<file path="config.mk">
export PLATFORM = sky130hd
export DESIGN_NAME = addsub_arbiter
export DESIGN_NICKNAME = d
export VERILOG_FILES = /design/src/rtl/addsub_arbiter.sv
export SDC_FILE = /design/constraint.sdc
export NUM_CORES = 1
export LEC_CHECK = 0
export CORE_ASPECT_RATIO = 1.2
export CORE_MARGIN = 2
export CORE_UTILIZATION = 39
export CTS_CLUSTER_DIAMETER = 150
export CTS_CLUSTER_SIZE = 40
export DETAILED_ROUTE_END_ITERATION = 10
export PLACE_DENSITY = 0.88
export SLEW_MARGIN = 10
export SYNTH_ARGS = -nofsm -noshare
export SYNTH_HDL_FRONTEND = slang
export SYNTH_SLANG_ARGS = --single-unit
export TNS_END_PERCENT = 1
</file>
<file path="constraint.sdc">
create_clock -name clk -period 2.6 [get_ports clk]
set_clock_uncertainty 0.15 [all_clocks]
set_input_delay 0.26 -clock clk [delete_from_list [all_inputs] [get_ports clk]]
set_output_delay 0.26 -clock clk [all_outputs]
set_load 0.05 [all_outputs]
</file>
<file path="src/rtl/addsub_arbiter.sv">
// Two-port arbiter sharing one external 4-bit add/sub unit, with one operation in flight.
// Define ADDSUB_ARB_FIXED_PRIO_EN for fixed priority (port 0 wins); the default is round-robin.
module addsub_arbiter #(
    parameter int DATA_W = 4
) (
    input  logic              clk,
    input  logic              rst,
    input  logic              req0_valid,
    output logic              req0_ready,
    input  logic [DATA_W-1:0] req0_a,
    input  logic [DATA_W-1:0] req0_b,
    input  logic              req0_sub,
    input  logic              req1_valid,
    output logic              req1_ready,
    input  logic [DATA_W-1:0] req1_a,
    input  logic [DATA_W-1:0] req1_b,
    input  logic              req1_sub,
    output logic              rsp0_valid,
    input  logic              rsp0_ready,
    output logic [DATA_W-1:0] rsp0_s,
    output logic              rsp0_c,
    output logic              rsp0_v,
    output logic              rsp1_valid,
    input  logic              rsp1_ready,
    output logic [DATA_W-1:0] rsp1_s,
    output logic              rsp1_c,
    output logic              rsp1_v,
    output logic [DATA_W-1:0] dp_a,
    output logic [DATA_W-1:0] dp_b,
    output logic              dp_m,
    input  logic [DATA_W-1:0] dp_s,
    input  logic              dp_c,
    input  logic              dp_v,
    output logic [1:0]        gnt
);

    typedef enum logic {IDLE, EXEC} state_t;

    state_t            state, state_nxt;
    logic              elig0, elig1, pick1, accept;
    logic [DATA_W-1:0] a_p0, b_p0;
    logic              sub_p0, id_p0;
    logic              last_gnt;

    // A port holding an unconsumed result may not start another operation.
    always_comb begin
        state_nxt  = state;
        req0_ready = 1'b0;
        req1_ready = 1'b0;
        elig0      = req0_valid & ~rsp0_valid;
        elig1      = req1_valid & ~rsp1_valid;
`ifdef ADDSUB_ARB_FIXED_PRIO_EN
        pick1      = elig1 & ~elig0;
`else
        pick1      = elig1 & (~elig0 | ~last_gnt);
`endif
        accept     = 1'b0;
        case (state)
            IDLE: begin
                if ((elig0 | elig1) && !rst) begin
                    accept     = 1'b1;
                    req0_ready = ~pick1;
                    req1_ready = pick1;
                    state_nxt  = EXEC;
                end
            end
            EXEC: state_nxt = IDLE;
            default: state_nxt = IDLE;
        endcase
    end

    always_ff @(posedge clk) begin
        if (rst) begin
            state    <= IDLE;
            last_gnt <= 1'b1;
        end else begin
            state <= state_nxt;
            if (accept)
                last_gnt <= pick1;
        end
    end

    // Stage p0: operands of the accepted request, held for the EXEC cycle.
    always_ff @(posedge clk) begin
        if (accept) begin
            a_p0   <= pick1 ? req1_a   : req0_a;
            b_p0   <= pick1 ? req1_b   : req0_b;
            sub_p0 <= pick1 ? req1_sub : req0_sub;
            id_p0  <= pick1;
        end
    end

    assign dp_a = (state == EXEC) ? a_p0 : '0;
    assign dp_b = (state == EXEC) ? b_p0 : '0;
    assign dp_m = (state == EXEC) ? ~sub_p0 : 1'b1;
    assign gnt  = (state == EXEC) ? (id_p0 ? 2'b10 : 2'b01) : 2'b00;

    // Result stage: capture the shared unit output into the winner's slot only.
    always_ff @(posedge clk) begin
        if (rst) begin
            rsp0_valid <= 1'b0;
            rsp0_s     <= '0;
            rsp0_c     <= 1'b0;
            rsp0_v     <= 1'b0;
            rsp1_valid <= 1'b0;
            rsp1_s     <= '0;
            rsp1_c     <= 1'b0;
            rsp1_v     <= 1'b0;
        end else begin
            if (state == EXEC && !id_p0) begin
                rsp0_valid <= 1'b1;
                rsp0_s     <= dp_s;
                rsp0_c     <= dp_c;
                rsp0_v     <= dp_v;
            end else if (rsp0_valid && rsp0_ready) begin
                rsp0_valid <= 1'b0;
            end
            if (state == EXEC && id_p0) begin
                rsp1_valid <= 1'b1;
                rsp1_s     <= dp_s;
                rsp1_c     <= dp_c;
                rsp1_v     <= dp_v;
            end else if (rsp1_valid && rsp1_ready) begin
                rsp1_valid <= 1'b0;
            end
        end
    end

endmodule

</file>
==> Word level (Yosys, flattened, before mapping) <==
Cells that the tools add are included.
{ "classes": {"mux": 19, "reduce_logical": 9, "n_bitwise": 12} }
{ "op_table": {"columns": ["op", "count"], "rows": [
  ["4-bit 2-to-1 mux", 4],
  ["1-bit 2-to-1 mux", 12],
  ["1-bit NOT", 7],
  ["1-bit logical AND", 5],
  ["2-bit 2-to-1 mux", 2],
  ["2-bit nonzero test", 2],
  ["1-bit bitwise AND", 3],
  ["1-bit zero test", 2],
  ["1-bit OR", 2],
  ["1-bit one-hot mux with 2 select lines", 1]
]} }
{ "totals": {"word_cells": 54, "out_inout_bits": 27, "regBits": 26} }

==> Longest topological paths before layout <==
{ "logic_depth": {"ltp_word": 8, "depth_mapped": 6, "ltp_nobuf": 4} }

==> Least setup slack after synthesis <==
No wires, ideal clock.
{ "synth_timing": {"kind": "reg-to-output", "start": "register rsp1_valid", "end": "output port req0_ready", "required_ps": 2190, "path_stages_with_launch": 4, "slack_ps": -160, "n_path_buf": 0, "t_arrival_ps": 2350, "path_cell_list": "dfxtp_1 nand2b_4 nor2_1 nor4_1"} }
{ "synth_via": {"elab_chain_len": 6, "word_cells_on_any_way": 8, "cone_classes": "mux (2); bitwise (5); reduce/logical (1)"} }
{ "synth_lines": {"columns": ["item", "line_no", "source"], "rows": [
  ["start, declared", "23", "output logic rsp1_valid,"],
  ["start signal, assigned", "105", "rsp1_valid <= 1'b0;"],
  ["start signal, assigned", "119", "rsp1_valid <= 1'b1;"],
  ["start signal, assigned", "124", "rsp1_valid <= 1'b0;"],
  ["1-bit NOT (*)", "51", "elig1 = req1_valid & ~rsp1_valid;"],
  ["1-bit bitwise AND (*)", "51", null],
  ["1-bit OR / 1-bit bitwise AND (equally long branches)", "60, 55", null],
  ["1-bit logical AND / 1-bit NOT (equally long branches)", "60, 62", null],
  ["1-bit 2-to-1 mux (*)", "60", "if ((elig0 | elig1) && !rst) begin"],
  ["1-bit 2-to-1 mux (*)", "58", "case (state)"],
  ["end, declared", "9", "output logic req0_ready,"]
]} }
Every way passes the cells marked *; elsewhere a longest branch is shown, timed or not.

==> Worst setup path in the final report <==
{ "layout_timing": {"start": "register state", "end": "output port dp_m"} }
{ "layout_via": {"elab_chain_len": 1} }
{ "layout_lines": {"columns": ["item", "line_no", "source"], "rows": [
  ["start, declared", "39", "state_t state, state_nxt;"],
  ["start signal, assigned", "77", "state <= state_nxt;"],
  ["1-bit 2-to-1 mux", "95", "assign dp_m = (state == EXEC) ? ~sub_p0 : 1'b1;"],
  ["end, declared", "30", "output logic dp_m,"]
]} }
Every way passes these cells.

==> impl_metrics.env <==
export IMPL_outcome="finished, final reports clean"
export IMPL_routabilityCongestion=0.701
export IMPL_clock_sinks=26
export IMPL_drive_above_1_share_pct=15.2
export IMPL_num_rows=21
export IMPL_drtIter0Drc=9
export IMPL_wl_per_cell_um=13.4
export IMPL_start_util_pct=41.1
export IMPL_numPortBuffers=56
export IMPL_power_leakage_nw=0.684
export IMPL_first_global_vias=1064
export IMPL_dp_hpwl_mm=2.15
export IMPL_die_area_um2=3380
export IMPL_final_nets=195
export IMPL_wl_mm=2.66
export IMPL_arrival_ps=1850
export IMPL_r2r_end="a_p0[3]$_DFFE_PP_"
export IMPL_drt_vias_per_instance=4.81
export IMPL_clk_pin_slew_ps=130
export IMPL_powerDensity_nw_per_um2=519
export IMPL_syn_nets=138
export IMPL_rsz0062_at_grt="false"
export IMPL_finalHoldViolCount=0
export IMPL_numCtsBuffers=3
export IMPL_synth_xor_xnor_area_share_pct=0
export IMPL_comb_power_share_pct=28.8
export IMPL_clock_root_buffer="clkbuf_4"
export IMPL_p_clk_share_pct=21.1
export IMPL_synth_top_family_by_area="simple AND/OR/NAND/NOR gates"
export IMPL_worstHoldPathType="reg -> reg"
export IMPL_synth_seq_cells=26
export IMPL_syn_inst=108
export IMPL_swShare_pct=29.0
export IMPL_syn_area_um2=1140
export IMPL_synthMuxAreaShare_pct=11.5
export IMPL_die_x_um=53.4
export IMPL_whs_endpoint="rsp1_v$_SDFFE_PP0P_"
export IMPL_whs_path_depth=2
export IMPL_area_growth_pct=56.5
export IMPL_hold_worst_slack_ps=319
export IMPL_hold_buffers=0
export IMPL_share_seq_of_total_power_pct=50.1
export IMPL_fp_dieH_um=63.3
export IMPL_diodes=0
export IMPL_crit_path_max_fanout=14
export IMPL_ys_types=24
export IMPL_setup_viol=0
export IMPL_gr_total_overflow=0
export IMPL_yosys_area_share_simple_pct=19.0
export IMPL_cp_end_kind="primary output"
export IMPL_grt_usage_pct=17.3
export IMPL_worstMarginPinSlew_ps=519
export IMPL_clock_path_buffers=2
export IMPL_ant_nets=0
export IMPL_cts_tree="done"
export IMPL_worstRegToRegCells=3
export IMPL_synth_compound_area_share_pct=10.3
export IMPL_maxSlewHeadroom_pct=65.3
export IMPL_core_area_um2=2790
export IMPL_grt_pass1_wl_mm=4.43
export IMPL_yosysSeqAreaShare_pct=54.3
export IMPL_internal_power_mw=0.660
export IMPL_synth_fa_ha_area_share_pct=0
export IMPL_antenna_found_initial=0
export IMPL_worstPathRequired_ps=2190
export IMPL_htreeDepth=1
export IMPL_drc=0
export IMPL_switching_power_mw=0.269
export IMPL_worst_setup_path_start_kind="flip-flop"
export IMPL_synth_warnings=0
export IMPL_layout_worst_path_cycle_share_pct=86.8
export IMPL_vdd_ir_drop_worst_mv=0.295
export IMPL_holdCritStartpoint="rsp1_v$_SDFFE_PP0P_"
export IMPL_finalSetupTns_ps=0
export IMPL_slew_viol_final=0
export IMPL_regToRegStartpoint="rsp0_valid$_SDFFE_PP0P_"
export IMPL_cts_repair_resized=0
export IMPL_grt_max_degree=18
export IMPL_r2r_slack_ps=950
export IMPL_num_io_pins=57
export IMPL_period_needed_ps=2260
export IMPL_worstSetupPathType="reg -> out"
export IMPL_clk_insertion_delay_late_ps=310
export IMPL_max_freq_ghz=0.443
export IMPL_post_cts_buffers=0
export IMPL_drv_cap=0
export IMPL_via_count=952
export IMPL_syn_area_per_cell_um2=10.6
export IMPL_drtPass1Iterations=4
-- cells in the mapped netlist (all sizes together) --
cell,instances,area (µm²)
a211oi,2,15.0
a21oi,14,70.1
and2,8,50.1
buf,5,30.0
clkbuf,2,7.51
dfxtp,16,320
edfxtp,10,300
inv,5,18.8
mux2,9,131
nand2,20,75.1
nand2b,4,40.0
nand3,6,30.0
nor2,1,3.75
nor3,1,5.00
nor4,1,6.26
o21ai,1,5.00
o21bai,1,18.8
o311ai,1,8.76
or2b,1,7.51
-- layout make-up --
type / count / area (µm²)
Sequential cell: 26 / 621
Multi-Input combinational cell: 70 / 473
Clock buffer: 4 / 36.3
Tap cell: 34 / 42.5
Timing Repair Buffer: 59 / 598
Fill cell: 237 / 996
Inverter: 5 / 18.8
-- layout by cell type, fill, tap and decap left out, types with 2 or more instances in the layout --
cell type        count
clkdlybuf4s50_1     52
nand2_1             20
dfxtp_1             16
a21oi_1             14
edfxtp_1            10
and2_1               8
mux2_4               8
nand3_1              6
buf_4                5
inv_1                4
clkbuf_4             3
nand2b_4             2
a211oi_1             2
nand2b_1             2
buf_12               2
-- cells by family (layout without fill, tap and decap cells) --
group / Yosys count / count (layout)
compound gates: 19 / 19
buf+inv: 12 / 68
flops: 26 / 26
mux: 9 / 9
simple gates: 42 / 42
-- sequential cells by signal, summed over array words and instances (netlist names) --
signal / cells
a_p0: 4
b_p0: 4
rsp0_s: 4
rsp1_s: 4
id_p0: 1
last_gnt: 1
rsp0_c: 1
rsp0_v: 1
rsp0_valid: 1
rsp1_c: 1
rsp1_v: 1
rsp1_valid: 1
state: 1
sub_p0: 1
-- worst max path at each step --
| stage | startpoint | endpoint | cells past startpoint |
|---|---|---|---|
| 4_1_cts | state$_SDFF_PP0_ | dp_m | 3 |
| 6_report | state$_SDFF_PP0_ | dp_m | 3 |
| 3_5_place_dp | req1_valid | req1_ready | 5 |
| 3_3_place_gp | req1_valid | req1_ready | 5 |
| 2_1_floorplan | rsp0_valid$_SDFFE_PP0P_ | req1_ready | 4 |
| 5_1_grt | state$_SDFF_PP0_ | dp_m | 3 |
-- power by group through the flow --
stage / registers [mW] / clock network, mW / logic, mW
after floorplan: 0.503 / 0 / 0.131
final: 0.465 / 0.196 / 0.268
after global placement: 0.473 / 0 / 0.262
after detailed placement: 0.475 / 0 / 0.270
after global routing: 0.470 / 0.216 / 0.284
after CTS: 0.466 / 0.202 / 0.270
-- metal layers --
| metal | share of wire, % | wire, µm | GRT usage (%) |
|---|---|---|---|
| met1 | 38 | 1010 | 18.7 |
| met2 | 52 | 1390 | 32.7 |
| met3 | 9.5 | 253 | 4.50 |
| met4 | 0.41 | 11 | 2.88 |
| met5 | 0 | 0 | 0 |
-- through the flow --
stage	instances	utilization [%]	worst slack, ps	cell area, µm²	power, mW
3_5_place_dp	194	62.9	560	1750	0.745
4_1_cts	198	64.2	325	1790	0.939
3_3_place_gp	194	62.9	587	1750	0.735
5_1_grt	198	64.2	230	1790	0.970
2_1_floorplan	108	-	35.2	1150	0.634
6_report	198	64.2	342	1790	0.929
-- critical path, cell delays in order, from the launching register on --
cell	delay, ps
dfxtp_1	510
buf_4	260
nand2_1	60
clkdlybuf4s50_1	710
(Power assumes the default switching activity.)
==> patch (same flow settings) <==
Change the parameter `DATA_W` from 4 to 6.
--- a/src/rtl/addsub_arbiter.sv
+++ b/src/rtl/addsub_arbiter.sv
@@ -1,7 +1,7 @@
 // Two-port arbiter sharing one external 4-bit add/sub unit, with one operation in flight.
 // Define ADDSUB_ARB_FIXED_PRIO_EN for fixed priority (port 0 wins); the default is round-robin.
 module addsub_arbiter #(
-    parameter int DATA_W = 4
+    parameter int DATA_W = 6
 ) (
     input  logic              clk,
     input  logic              rst,
Interface: changed (9 resized); port bits go from 57 to 75. The function was not compared with the original's and may differ.
==> patch against the original RTL <==
  * Synthesized area rose by 27%
  * Total power is 41% higher
  * Setup slack worse by 0.17 ns
  * Cell area increased by 31%
  * Global-route usage up 0.082 points
  * Sequential cell count is 8 higher
  * Non-clock buffer count grew 18
  * Routed wire length grew 29%
  * Critical endpoint is now dp_b[1]
==> patch: results (changes against the original RTL) <==
run status=completed (unchanged); met3 GRT Util=0.0494 (was 0.0450); Worst-path clk slew=0.06 ns (was 0.13 ns); Vias=1,219 (was 952); critical path fanouts, max=21 (was 14); syn nets=175 (was 138); clk_lat worst skew=0.28 ns (was 0.31 ns); crit path time final=2.43 ns (was 2.26 ns); CP max stage delay=0.82 ns (was 0.71 ns); Net Sw Power=374 uW (was 269 uW); 1st-iter DRT viols=54 (was 9); Synth area leaders=edfxtp_1, dfxtp_1, nand2_1 (was dfxtp_1, edfxtp_1, mux2_4); number of port buffers=74 (was 56); Slew Limit Headroom=0.605 (was 0.653); Max IR drop VDD=0.000322 V (was 0.000295 V); first-pass GRT wire length=5500 um (was 4430 um); Seq/Total Area, Yosys=0.566 (was 0.543); routability cong.=0.831 (was 0.701); Synth top cells by count=nand2_1, dfxtp_1, a21oi_1 (unchanged); Synth cell types=23 (was 24); Worst R2R End=a_p0[5] (was a_p0[3]); TritonCTS buffer count=5 (was 3); fraction of layout cells with a size suffix above 1=0.154 (was 0.152); met3 wire length=128 um (was 253 um); Root Driver=clkbuf_8 (was clkbuf_4); leakage=0.877 nW (was 0.684 nW); DR pass1 iterations=4 (unchanged); DP HPWL=2660 um (was 2150 um); Post-synth EDFFs=14 (was 10); maximum number of pins on one net before global-route repair=22 (was 18); M1 GR Usage=0.196 (was 0.187); crit path DAT=2.02 ns (was 1.85 ns); HP Start=rsp1_s[4] (was rsp1_v); internal reg-to-reg setup slack=0.85 ns (was 0.95 ns); met2 Use GR=0.281 (was 0.327); htree depth=2 (was 1); worst slack, placed=0.452 ns (was 0.560 ns); met2 routed wirelength=1790 um (was 1390 um); GRT Overall Usage=0.174 (was 0.173); total wire length=3420 um (was 2660 um); Area after DPL=2260 um2 (was 1750 um2); nets@finish=253 (was 195); vias in the first global route=1,220 (was 1,064); hold path endpoint=rsp1_s[4] (was rsp1_v); Setup crit end=dp_b[1] (was dp_m); Post-Route M1 WL=1350 um (was 1010 um)
## patch: kinds of logic (layout without fill, tap and decap cells)
kind of cell,count (synthesis),after routing,synth area share
compound gates,23,23,0.0949
mux,13,13,0.122
flops,34,34,0.566
simple gates,54,54,0.183
buf+inv,11,90,0.0345
## patch: metrics by stage
step	power [mW]	hold WS (ns)	std cells	setup TNS, ns
floorplan	0.818	0.183	135	-0.00000289
global placement	0.954	0.291	245	0
detailed placement	0.960	0.303	245	0
CTS	1.32	0.313	253	0
global route	1.36	0.331	253	0
finish	1.31	0.306	253	0
## patch: cell type report
class                   count  area (um2)
repair buffers             77         778
multi-input cells          90         591
well taps                  39        48.8
clock buffers               6        72.6
inverters                   5        18.8
fillers                   299        1260
flip-flops and latches     34         821
clock inverters             2        10.0
## patch: power by group through the flow
stage	clock network [mW]	logic, mW	registers [mW]
floorplan	0	0.159	0.659
global placement	0	0.333	0.621
detailed placement	0	0.337	0.623
CTS	0.374	0.338	0.611
global route	0.392	0.355	0.615
finish	0.360	0.337	0.611
